--- src/rtl/dcache_pkg.sv ---
// Shared types and geometry for the direct-mapped write-back data cache.
package dcache_pkg;

  localparam int unsigned TAG_W  = 25;
  localparam int unsigned IDX_W  = 3;
  localparam int unsigned OFS_W  = 2;
  localparam int unsigned LINE_W = 128;
  localparam int unsigned WORD_W = 32;

  typedef enum logic [1:0] {
    IDLE,
    WRITEBACK,
    ALLOCATE
  } state_e;

endpackage

--- src/rtl/dcache_array.sv ---
// Tag/valid/dirty/data storage for dcache: combinational read by index,
// synchronous line fill, word write and dirty clear.
module dcache_array
  import dcache_pkg::*;
#(
  parameter int unsigned NUM_SETS       = 8,
  parameter int unsigned WORDS_PER_LINE = 4
) (
  input  logic              clk,
  input  logic              rst,
  input  logic [IDX_W-1:0]  i_idx,
  input  logic              i_fill_en,
  input  logic [TAG_W-1:0]  i_fill_tag,
  input  logic [LINE_W-1:0] i_fill_data,
  input  logic              i_wr_en,
  input  logic [OFS_W-1:0]  i_wr_ofs,
  input  logic [WORD_W-1:0] i_wr_data,
  input  logic              i_clr_dirty,
  output logic              o_valid,
  output logic              o_dirty,
  output logic [TAG_W-1:0]  o_tag,
  output logic [LINE_W-1:0] o_data
);

  logic [NUM_SETS-1:0] r_valid;
  logic [NUM_SETS-1:0] r_dirty;
  logic [TAG_W-1:0]    r_tag  [NUM_SETS];
  logic [LINE_W-1:0]   r_data [NUM_SETS];

  always_ff @(posedge clk) begin
    if (rst) begin
      r_valid <= '0;
      r_dirty <= '0;
    end else if (i_fill_en) begin
      r_valid[i_idx] <= 1'b1;
      r_dirty[i_idx] <= 1'b0;
    end else if (i_wr_en) begin
      r_dirty[i_idx] <= 1'b1;
    end else if (i_clr_dirty) begin
      r_dirty[i_idx] <= 1'b0;
    end
  end

  // Contents survive reset; only the valid/dirty flags are cleared.
  always_ff @(posedge clk) begin
    if (i_fill_en) begin
      r_tag[i_idx]  <= i_fill_tag;
      r_data[i_idx] <= i_fill_data;
    end else if (i_wr_en) begin
      for (int unsigned w = 0; w < WORDS_PER_LINE; w++) begin
        if (w == 32'(i_wr_ofs)) r_data[i_idx][w*WORD_W +: WORD_W] <= i_wr_data;
      end
    end
  end

  assign o_valid = r_valid[i_idx];
  assign o_dirty = r_dirty[i_idx];
  assign o_tag   = r_tag[i_idx];
  assign o_data  = r_data[i_idx];

endmodule

--- src/rtl/dcache.sv ---
// Direct-mapped, write-back, write-allocate data cache: FSM and hit logic.
// Optional hit/miss counters are enabled with `define DCACHE_STATS_EN.
module dcache
  import dcache_pkg::*;
#(
  parameter int unsigned NUM_SETS       = 8,
  parameter int unsigned WORDS_PER_LINE = 4
) (
  input  logic              clk,
  input  logic              rst,
  input  logic              proc_read,
  input  logic              proc_write,
  input  logic [29:0]       proc_addr,
  input  logic [31:0]       proc_wdata,
  output logic              proc_stall,
  output logic [31:0]       proc_rdata,
  output logic              mem_read,
  output logic              mem_write,
  output logic [27:0]       mem_addr,
  output logic [LINE_W-1:0] mem_wdata,
  input  logic [LINE_W-1:0] mem_rdata,
  input  logic              mem_ready
`ifdef DCACHE_STATS_EN
  ,
  output logic [31:0]       hit_cnt,
  output logic [31:0]       miss_cnt
`endif
);

  state_e r_state, w_next;

  logic [OFS_W-1:0]  w_ofs;
  logic [IDX_W-1:0]  w_idx;
  logic [TAG_W-1:0]  w_tag;
  logic              w_valid, w_dirty, w_hit, w_req;
  logic [TAG_W-1:0]  w_tag_st;
  logic [LINE_W-1:0] w_line;
  logic              w_wr_en, w_fill_en, w_clr_dirty;

  assign w_ofs = proc_addr[1:0];
  assign w_idx = proc_addr[4:2];
  assign w_tag = proc_addr[29:5];
  assign w_req = proc_read | proc_write;
  assign w_hit = w_valid && (w_tag_st == w_tag);

  dcache_array #(
    .NUM_SETS       (NUM_SETS),
    .WORDS_PER_LINE (WORDS_PER_LINE)
  ) u_array (
    .clk         (clk),
    .rst         (rst),
    .i_idx       (w_idx),
    .i_fill_en   (w_fill_en),
    .i_fill_tag  (w_tag),
    .i_fill_data (mem_rdata),
    .i_wr_en     (w_wr_en),
    .i_wr_ofs    (w_ofs),
    .i_wr_data   (proc_wdata),
    .i_clr_dirty (w_clr_dirty),
    .o_valid     (w_valid),
    .o_dirty     (w_dirty),
    .o_tag       (w_tag_st),
    .o_data      (w_line)
  );

  assign proc_rdata = w_line[{w_ofs, 5'b0} +: WORD_W];

  always_ff @(posedge clk) begin
    if (rst) r_state <= IDLE;
    else     r_state <= w_next;
  end

  always_comb begin
    w_next      = r_state;
    proc_stall  = 1'b0;
    mem_read    = 1'b0;
    mem_write   = 1'b0;
    mem_addr    = '0;
    mem_wdata   = '0;
    w_wr_en     = 1'b0;
    w_fill_en   = 1'b0;
    w_clr_dirty = 1'b0;
    case (r_state)
      IDLE: begin
        if (w_req) begin
          if (w_hit) begin
            w_wr_en = proc_write;
          end else begin
            proc_stall = 1'b1;
            w_next     = w_dirty ? WRITEBACK : ALLOCATE;
          end
        end
      end
      WRITEBACK: begin
        proc_stall = 1'b1;
        mem_write  = 1'b1;
        mem_addr   = {w_tag_st, w_idx};
        mem_wdata  = w_line;
        if (mem_ready) begin
          w_clr_dirty = 1'b1;
          w_next      = ALLOCATE;
        end
      end
      ALLOCATE: begin
        proc_stall = 1'b1;
        mem_read   = 1'b1;
        mem_addr   = proc_addr[29:2];
        if (mem_ready) begin
          w_fill_en = 1'b1;
          w_next    = IDLE;
        end
      end
      default: w_next = IDLE;
    endcase
  end

`ifdef DCACHE_STATS_EN
  logic        r_refilled;
  logic [31:0] r_hit_cnt, r_miss_cnt;
  logic        w_idle_req;

  assign w_idle_req = (r_state == IDLE) && w_req;

  // The retried access right after a refill is part of the miss, not a hit.
  always_ff @(posedge clk) begin
    if (rst) begin
      r_refilled <= 1'b0;
      r_hit_cnt  <= '0;
      r_miss_cnt <= '0;
    end else begin
      r_refilled <= (r_state == ALLOCATE) && mem_ready;
      if (w_idle_req && !w_hit)               r_miss_cnt <= r_miss_cnt + 32'd1;
      if (w_idle_req && w_hit && !r_refilled) r_hit_cnt  <= r_hit_cnt + 32'd1;
    end
  end

  assign hit_cnt  = r_hit_cnt;
  assign miss_cnt = r_miss_cnt;
`endif

endmodule
--- config.mk ---
export PLATFORM = sky130hd
export DESIGN_NAME = dcache
export DESIGN_NICKNAME = d
export VERILOG_FILES = /design/src/rtl/dcache_pkg.sv /design/src/rtl/dcache_array.sv /design/src/rtl/dcache.sv
export SDC_FILE = /design/constraint.sdc
export NUM_CORES = 1
export LEC_CHECK = 0
export ABC_CLOCK_PERIOD_IN_PS = 7400
export CAP_MARGIN = 0
export CORE_MARGIN = 1
export CORE_UTILIZATION = 40
export CTS_CLUSTER_DIAMETER = 150
export DETAILED_ROUTE_END_ITERATION = 16
export SYNTH_ARGS = -nofsm -noshare
export SYNTH_HDL_FRONTEND = slang
export SYNTH_SLANG_ARGS = --single-unit
--- constraint.sdc ---
create_clock -name clk -period 7.4 [get_ports clk]
set_input_delay 1.48 -clock clk [delete_from_list [all_inputs] [get_ports clk]]
set_output_delay 1.48 -clock clk [all_outputs]
set_load 0.1 [all_outputs]
* Yosys cells after proc, flatten, opt, wreduce, memory -nomap -nowiden
Memories as Yosys holds them, arrays and structs flattened.
Cells that the tools add are included.
** Word-level totals
- Register bits after elaboration :: 18
- Bits in latches :: 0
- Memory bits (writable) :: 1224
- Bits in read-only memories :: 0
- Word-level logic and storage cells :: 84
- Memories :: 2
** Memory list
- u_array.r_data :: depth 8, width 128, read ports 1, clocked after memory_dff 0, wr ports 1, line dcache_array.sv:28 : logic [LINE_W-1:0] r_data [NUM_SETS];
- u_array.r_tag :: depth 8, width 25, read ports 1, clocked after memory_dff 0, wr ports 1, line dcache_array.sv:27 : logic [TAG_W-1:0] r_tag [NUM_SETS];
** Cells by class
- Add/subtract/negate cells :: 0
- $mul :: 0
- Div/mod/pow operators :: 0
- $lt $le $gt $ge :: 2
- Equal/unequal tests :: 10
- Shift-type cells :: 1
- Muxes and demuxes :: 50
- Bitwise logic cells :: 9
- Reduce and logical (&&, ||, !) cells :: 7
** Operator list (count)
- $mux W128 :: 1
- $mux W32 :: 4
- $shiftx A128 B8 Y32 :: 1
- $pmux W28 S2 :: 1
- $mux W1 :: 31
- $eq A25 B25 Y1 :: 1
- $mux W8 :: 3
- $or A8 B8 Y8 :: 2
- $mux W2 :: 5
- $and A8 B8 Y8 :: 1
- $ne A2 B2 Y1 const B :: 4
- $not A8 Y8 :: 1
- $bmux W1 S3 :: 2
- $pmux W2 S3 :: 1
- $or A1 B1 Y1 :: 5
- $eq A2 B2 Y1 const A :: 2
- $logic_not A2 Y1 :: 2
- $lt A3 B4 Y1 const B :: 1
- $reduce_and A4 Y1 :: 1
- $demux W1 S3 :: 1
- $ge A3 B1 Y1 const B :: 1
- $reduce_bool A3 Y1 :: 1
- $eq A1 B2 Y1 const A :: 1
- $eq A2 B1 Y1 const B :: 1
- 4 further kinds :: 5

* Depth between registers and ports, before layout
Gate-level depths: netlist of the first run.
- Depth after elaboration :: 10
- Depth in mapped cells :: 15
- Gate-level depth less buffers :: 8

* By module
From an unflattened synthesis of the first run, not the netlist that was laid out.
** Second synthesis, totals
- Cells, all modules :: 2428
- Area, all modules :: 51005.2 um^2
** By module, submodules not included
- dcache_array :: instances 1, cells an instance 2124, area each 48505.3 um^2
- dcache :: instances 1, cells an instance 304, area each 2499.9 um^2

* Worst setup path before layout of the first run
OpenSTA, ideal clock, no wires.
- Path kind :: in2out
- Start :: input proc_addr[2]
- End :: output proc_rdata[29]
- Arrival :: 6.127 ns
- Path slack :: -0.207 ns
- Stages :: 14
- Cell sequence :: buf_6 -> buf_12 -> buf_4 -> buf_2 -> buf_1 -> and2_1 -> clkbuf_1 -> clkbuf_1 -> clkbuf_1 -> a22oi_1 -> nand2_1 -> nor2_1 -> mux2_2 -> o21ai_0
** Between the ends
- Word-level cells in the longest chain between the ends :: 2
** Ends and longest elaborated chain
- from (decl) :: line dcache.sv:13 : input logic [29:0] proc_addr,
- $mem_v2 Z8 W128
- $shiftx A128 B8 Y32 :: line dcache.sv:66 : assign proc_rdata = w_line[{w_ofs, 5'b0} +: WORD_W];
- to (decl) :: line dcache.sv:16 : output logic [31:0] proc_rdata,
No other way between the ends.

* Worst setup path in the final report of the first run
- Start :: input proc_addr[2]
- End :: output proc_rdata[8]
The elaborated chain is that of the path after synthesis.

==> flow_summary_export.csv, run 1 <==
group,metric,value,unit
status,run_status,"completed",
clock_network,post_cts_buffers,0,
power,internal-power,12.1,mW
yosys,netlist_area,49900,um^2
drt,avgViaCountPerCell,6.13,
power,seqPwrFrac,48.1,%
power,power_density,270,nW/um^2
timing,relSlewSlack,7.19,%
yosys,yosysSeqAreaShare,74.4,%
placed_design,place_hpwl,112000,um
power,p_leak,19.9,nW
floorplan,fp-row-count,129,
clock_network,post_cts_resized,0,
yosys,syn_area_per_cell,17.2,um^2
cells_and_area,areaGrowthSynthToFinish,21.1,%
clock_network,cts_hold_buf,0,
yosys,synth.distinct_cells,59,
drt,dr_total_vias,31100,
cells_and_area,final_nets,3514,
grt,antenna_found_initial,36,
critical_path,critPathCaptureType,"output pin",
cells_and_area,drive_above_1_share,21.7,%
drt,drtIter0Drc,4245,
critical_path,path_class,"input pin to output pin",
timing,drv_slew,0,
floorplan,io_pins,386,
floorplan,die_area,126000,um^2
grt,grt_overflow,0,
power,power,16.3,mW
timing,fmax,153,MHz
critical_path,crit_path_start_kind,"input pin",
power,p_comb_share,11.1,%
timing,final_hold_viol_count,0,
critical_path,crit_chain,"buf_8, buf_4, buf_4, mux2i_1, nor2_1, a211oi_1, a21oi_1, a221o_1, mux4_2, buf_4",
drt,ant_nets,0,
yosys,synthTopCellsByArea,"edfxtp_1, a22oi_1, mux4_2",
placed_design,gp_congestion,0.862,
critical_path,crit_fanout,81,
critical_path,crit_path_frequent_cell,"buf_4",
power,p_sw,4.21,mW
power,pwr-share-clk,40.8,%
yosys,synth_nets,3094,
yosys,synth-edff-count,1224,
clock_network,clk_path_buf_depth,3,
drt,wire_per_inst,34.2,um
power,p_sw_share,25.8,%
yosys,synth-async-reset-ratio,0,%
drt,first_pass_iters,5,
clock_network,tritoncts_num_sinks,1242,
timing,setup_violations,0,
power,vdd_drop_max,0.235,mV
critical_path,slowest_stage,"buf_8",
timing,timing.final.crit_share,88.2,%
clock_network,cts_root_buf,"clkbuf_16",
yosys,synth-seq-cells,1242,
drt,drc_errors,0,
yosys,ys.flop_type,"edfxtp_1",
worst_hold_path,hp-class,"flop to flop",
yosys,synth_top_area_share,73.7,%
grt,grt_pass1_vias,29100,
clock_network,clk_pin_slew,0.06,ns
yosys,synthCells,2895,
clock_network,cts_made_buffers,134,
timing,period_minus_slack,6.53,ns
timing,rsz0062_at_grt,"false",
floorplan,initial_core_util,40.3,%
yosys,yosys.area.top_type,"edfxtp_1",
critical_path,required,5.92,ns
critical_path,cp_slowest_stage_delay,0.59,ns
clock_network,cts_tree,"yes",
floorplan,coreArea,124000,um^2
grt,track_usage,27.0,%
timing,worstMarginPinSlew,1.38,ns
clock_network,clock_latency,0.76,ns
drt,drt_wl_total,174000,um
critical_path,worstPathArrival,5.05,ns
run,cap_violations,0,
grt,grt_max_degree,94,
yosys,yosysWarnings,0,
timing,tns,0,ns
grt,grt_pass1_wl,236000,um
placed_design,io_buffer_count,385,
floorplan,die_x,355,um
clock_network,htree_levels,4,
floorplan,die_height,355,um
timing,skew,0.0443,ns
==> state kept, by name (all words and copies together), names as in the netlist, named ones only <==
| register | count |
|---|---|
| u_array.r_valid | 8 |
| r_state | 2 |
| u_array.r_data | 1024 |
| u_array.r_tag | 200 |
==> stage by stage <==
| stage | instances | worst slack, ns | hold WS [ns] | util [%] | area, um^2 |
|---|---|---|---|---|---|
| 2_1_floorplan | 2895 | 0.307 | 0.432 | - | 49900 |
| 3_3_place_gp | 4816 | 0.924 | 0.449 | 45.3 | 56000 |
| 3_5_place_dp | 4816 | 0.924 | 0.455 | 45.3 | 56000 |
| 4_1_cts | 5058 | 0.897 | 0.464 | 48.8 | 60400 |
| 5_1_grt | 5058 | 0.686 | 0.493 | 48.8 | 60400 |
| 6_report | 5070 | 0.874 | 0.472 | 48.8 | 60400 |
==> layout by cell type, fill, tap and decap left out, drive strengths merged, types with 52 or more instances in the layout <==
cell type | synthesis | layout
edfxtp | 1224 | 1224
a22oi | 304 | 304
buf | 58 | 275
clkdlybuf4s50 | 0 | 212
mux2 | 175 | 175
clkbuf | 145 | 168
nor2 | 115 | 115
and2 | 98 | 98
mux2i | 74 | 74
mux4 | 63 | 63
nand2 | 61 | 61
clkinv | 0 | 60
a21oi | 57 | 57
a221oi | 52 | 52
==> final timing paths <==
path | start | end | slack [ns] | cells past startpoint
worst max-delay path | proc_addr[2] | proc_rdata[8] | 0.87 | 10
worst max register to register | u_array.r_tag[6][22] | u_array.r_data[2][123] | 2.77 | 10
worst min register to register | u_array.r_valid[7] | u_array.r_valid[7] | 0.47 | 2
worst min-delay path | u_array.r_valid[7] | u_array.r_valid[7] | 0.47 | 2
==> power groups by stage <==
stage / clock network (mW) / registers (mW) / logic [mW]
2_1_floorplan: 0 / 7.99 / 1.01
3_3_place_gp: 0 / 7.98 / 1.78
3_5_place_dp: 0 / 7.99 / 1.79
4_1_cts: 6.71 / 7.84 / 1.79
5_1_grt: 6.97 / 7.84 / 1.85
6_report: 6.66 / 7.84 / 1.81
==> layer usage <==
metal,up-vias,track usage [%],wire length [um]
met1,16100,38.0,69300
li1,12700,-,-
met2,1982,39.4,76600
met3,247,7.37,20100
met4,22,11.3,7340
met5,-,0,139
==> critical path, delay by kind of cell <==
| family | cells | cell delay [ns] |
|---|---|---|
| AOI/OAI and AO/OA | 3 | 0.82 |
| buffers and inverters | 4 | 1.78 |
| muxes | 2 | 0.80 |
| and+or+nand+nor | 1 | 0.05 |
==> kinds of logic (layout without fill, tap and decap cells) <==
logic type                 after synthesis  after routing  share of synthesized area (%)
buffers and inverters                  221            747                           2.05
DFF                                   1242           1242                           74.4
adders and majority gates                4              4                          0.100
AOI/OAI and AO/OA                      671            671                           9.96
and+or+nand+nor                        430            430                           4.44
muxes                                  312            312                           8.78
other                                    0             12                              0
xor gates and xnor gates                15             15                          0.263
==> cells in the mapped netlist (15+ instances only) <==
master / n
nor2_1: 114
buf_1: 26
nand3_1: 35
o31ai_1: 41
a22oi_1: 304
and2_1: 96
mux2i_1: 73
a22o_1: 44
nand4_1: 51
nor3_1: 24
a221oi_1: 52
nand2_1: 61
buf_2: 15
mux4_2: 59
o22ai_1: 16
inv_1: 17
dfxtp_1: 18
a31oi_1: 37
a21oi_1: 57
mux2_2: 109
mux2_4: 61
edfxtp_1: 1224
a211oi_1: 15
o21ai_0: 37
a221o_1: 28
clkbuf_1: 145
==> layout make-up <==
| cell class | count | area [um^2] |
|---|---|---|
| Antenna cell | 12 | 30.0 |
| Multi-Input combinational cell | 1432 | 12200 |
| Sequential cell | 1242 | 37100 |
| Clock inverter | 74 | 851 |
| Inverter | 18 | 67.6 |
| Timing Repair Buffer | 487 | 4490 |
| Fill cell | 10400 | 63300 |
| Tap cell | 1637 | 2050 |
| Clock buffer | 168 | 3540 |
Power figures use the tool's default switching activity.
==> run 2, diff against run 1 <==
--- a/config.mk
+++ b/config.mk
@@ -6,11 +6,12 @@
 export NUM_CORES = 1
 export LEC_CHECK = 0
 export ABC_CLOCK_PERIOD_IN_PS = 7400
-export CAP_MARGIN = 0
+export CAP_MARGIN = 20
 export CORE_MARGIN = 1
 export CORE_UTILIZATION = 40
 export CTS_CLUSTER_DIAMETER = 150
 export DETAILED_ROUTE_END_ITERATION = 16
+export REMOVE_ABC_BUFFERS = 1
 export SYNTH_ARGS = -nofsm -noshare
 export SYNTH_HDL_FRONTEND = slang
 export SYNTH_SLANG_ARGS = --single-unit
==> flow_summary_export.csv, run 2 (same netlist as run 1, synthesis figures left out) <==
group,metric,value,unit
status,run_status,"completed",
critical_path,cp_slowest_stage_delay,0.71,ns
grt,grt_pass1_wl,229000,um
cells_and_area,final_util,48.7,%
drt,dr_total_vias,30800,
critical_path,critPathCaptureType,"output pin",
clock_network,clk_path_buf_depth,3,
critical_path,path_class,"input pin to output pin",
critical_path,path_buf_inv,2,
placed_design,gp_congestion,0.831,
cells_and_area,drive_above_1_share,22.2,%
timing,setup_violations,0,
timing,fmax,152,MHz
cells_and_area,instances_no_fill,5066,
clock_network,cts_tree,"yes",
clock_network,tritoncts_num_sinks,1242,
grt,grt_pass1_vias,29500,
grt,grt_overflow,0,
placed_design,io_buffer_count,385,
clock_network,clk_pin_slew,0.06,ns
cells_and_area,top_register,"u_array.r_data",
critical_path,crit_chain,"buf_4, nand2b_1, o22ai_1, o21a_1, nor4b_1, nand4_1, or4_4, o211ai_1, a21oi_1, buf_12",
critical_path,crit_family,"simple AND/OR/NAND/NOR gates",
placed_design,dp_cells,4831,
grt,antenna_found_initial,9,
drt,wire_per_inst,32.7,um
drt,ant_nets,0,
worst_hold_path,hold_path_depth,2,
clock_network,htree_levels,4,
clock_network,cts_hold_buf,0,
worst_hold_path,holdPathEnd,"u_array.r_valid[7]",
clock_network,clock_latency,0.74,ns
floorplan,initial_core_util,40.3,%
power,vdd_drop_max,0.224,mV
clock_network,cts_root_buf,"clkbuf_16",
drt,drc_errors,0,
cells_and_area,final_nets,3525,
floorplan,die_x,355,um
drt,drt_wl_total,166000,um
floorplan,io_pins,386,
cells_and_area,nFillCells,10500,
timing,period_minus_slack,6.56,ns
placed_design,place_hpwl,103000,um
critical_path,required,5.92,ns
timing,drv_slew,0,
grt,track_usage,25.8,%
critical_path,crit_path_start_kind,"input pin",
timing,hold_ws,0.460,ns
drt,drtIter0Drc,3864,
critical_path,regToRegSetupSlack,2.79,ns
critical_path,worstPathArrival,5.08,ns
floorplan,fp-row-count,129,
timing,relSlewSlack,22.7,%
timing,skew,0.0397,ns
floorplan,die_height,355,um
clock_network,cts_made_buffers,130,
power,power_density,265,nW/um^2
run,cap_violations,0,
critical_path,crit-reg2reg-launch,"u_array.r_tag[6][22]",
cells_and_area,final_cell_mix,"edfxtp_1, a22oi_1, buf_4",
cells_and_area,top_regs,"u_array.r_data (1024), u_array.r_tag (200), u_array.r_valid (8)",
drt,avgViaCountPerCell,6.08,
critical_path,crit_fanout,39,
clock_network,post_cts_buffers,0,
drt,first_pass_iters,6,
worst_hold_path,hp-class,"flop to flop",
grt,grt_max_degree,68,
timing,worstMarginPinSlew,1.16,ns
cells_and_area,largest_reg_flops,1024,
timing,timing.final.crit_share,88.7,%
critical_path,r2r_cells,9,
floorplan,coreArea,124000,um^2
floorplan,die_area,126000,um^2
power,p_leak,19.9,nW
timing,final_hold_viol_count,0,
critical_path,slowest_stage,"or4_4",
cells_and_area,areaGrowthSynthToFinish,20.8,%
cells_and_area,final_common_cell,"edfxtp_1",
worst_hold_path,hp-start,"u_array.r_valid[7]",
timing,rsz0062_at_grt,"false",
clock_network,post_cts_resized,0,
critical_path,worstReg2RegEnd,"u_array.r_data[5][54]",
[run 2: cell types whose count changed in the layout (fill, tap and decap cells not counted), moves of 5 or more]
cell	previous run	this run
clkdlybuf4s50_1	212	207
diode_2	12	2
clkinv_16	8	1
o21ai_0	32	37
buf_4	247	267
o21ai_1	5	0
[run 2: per-layer routing]
metal	vias up	share of wire (%)	global-route usage [%]
li1	12800	-	-
met1	16100	40	35.4
met5	-	0.0078	0
met3	226	9.0	4.66
met2	1767	48	41.4
met4	2	3.5	8.99
[run 2: worst reg2reg max path, cell delays in order (launching register included)]
cell and delay, ns:
edfxtp_1 0.35, mux2_4 0.27, a221o_1 0.29, a222oi_1 0.45
xor2_1 0.26, nand4_1 0.22, or4_4 0.70, or3_2 1.02
buf_4 0.42, mux2_2 0.36
[run 2: area by class of cell]
| type | count | area (um^2) | share of cell area [%] |
|---|---|---|---|
| clock buffer | 168 | 3540 | 5.88 |
| inverter | 18 | 68.8 | 0.114 |
| tap | 1637 | 2050 | 3.40 |
| antenna | 2 | 5.00 | 0.00831 |
| clock inverter | 65 | 603 | 1.00 |
| sequential | 1242 | 37100 | 61.6 |
| timing repair buffer | 502 | 4620 | 7.66 |
| multi-input combinational | 1432 | 12200 | 20.3 |
[run 2: per-stage QoR]
stage / TNS, ns / area, um^2 / setup WS (ns) / power, mW
after floorplan: -3468.23 / 48900 / -2.66 / 8.94
after global placement: 0 / 56100 / 0.900 / 9.68
after detailed placement: 0 / 56100 / 0.900 / 9.69
after CTS: 0 / 60200 / 0.891 / 16.0
after global routing: 0 / 60200 / 0.681 / 16.3
final: 0 / 60200 / 0.839 / 15.9
[run 2: worst max path at each step]
stage	startpoint	to	slack, ns	cells past startpoint
final	proc_addr[3]	proc_stall	0.84	10
after global routing	proc_addr[3]	proc_stall	0.68	10
after floorplan	proc_addr[4]	u_array.r_data[0][0]	-2.66	8
after global placement	proc_addr[2]	proc_stall	0.90	10
after detailed placement	proc_addr[3]	proc_stall	0.90	10
after CTS	proc_addr[3]	proc_stall	0.89	10
[run 2: report_power, final]
part           internal, mW  leakage, nW  switching, mW  total [mW]
registers              7.82         11.2         0.0188        7.84
clock network          3.68         2.02           2.72        6.40
logic                 0.483         6.67           1.22        1.71
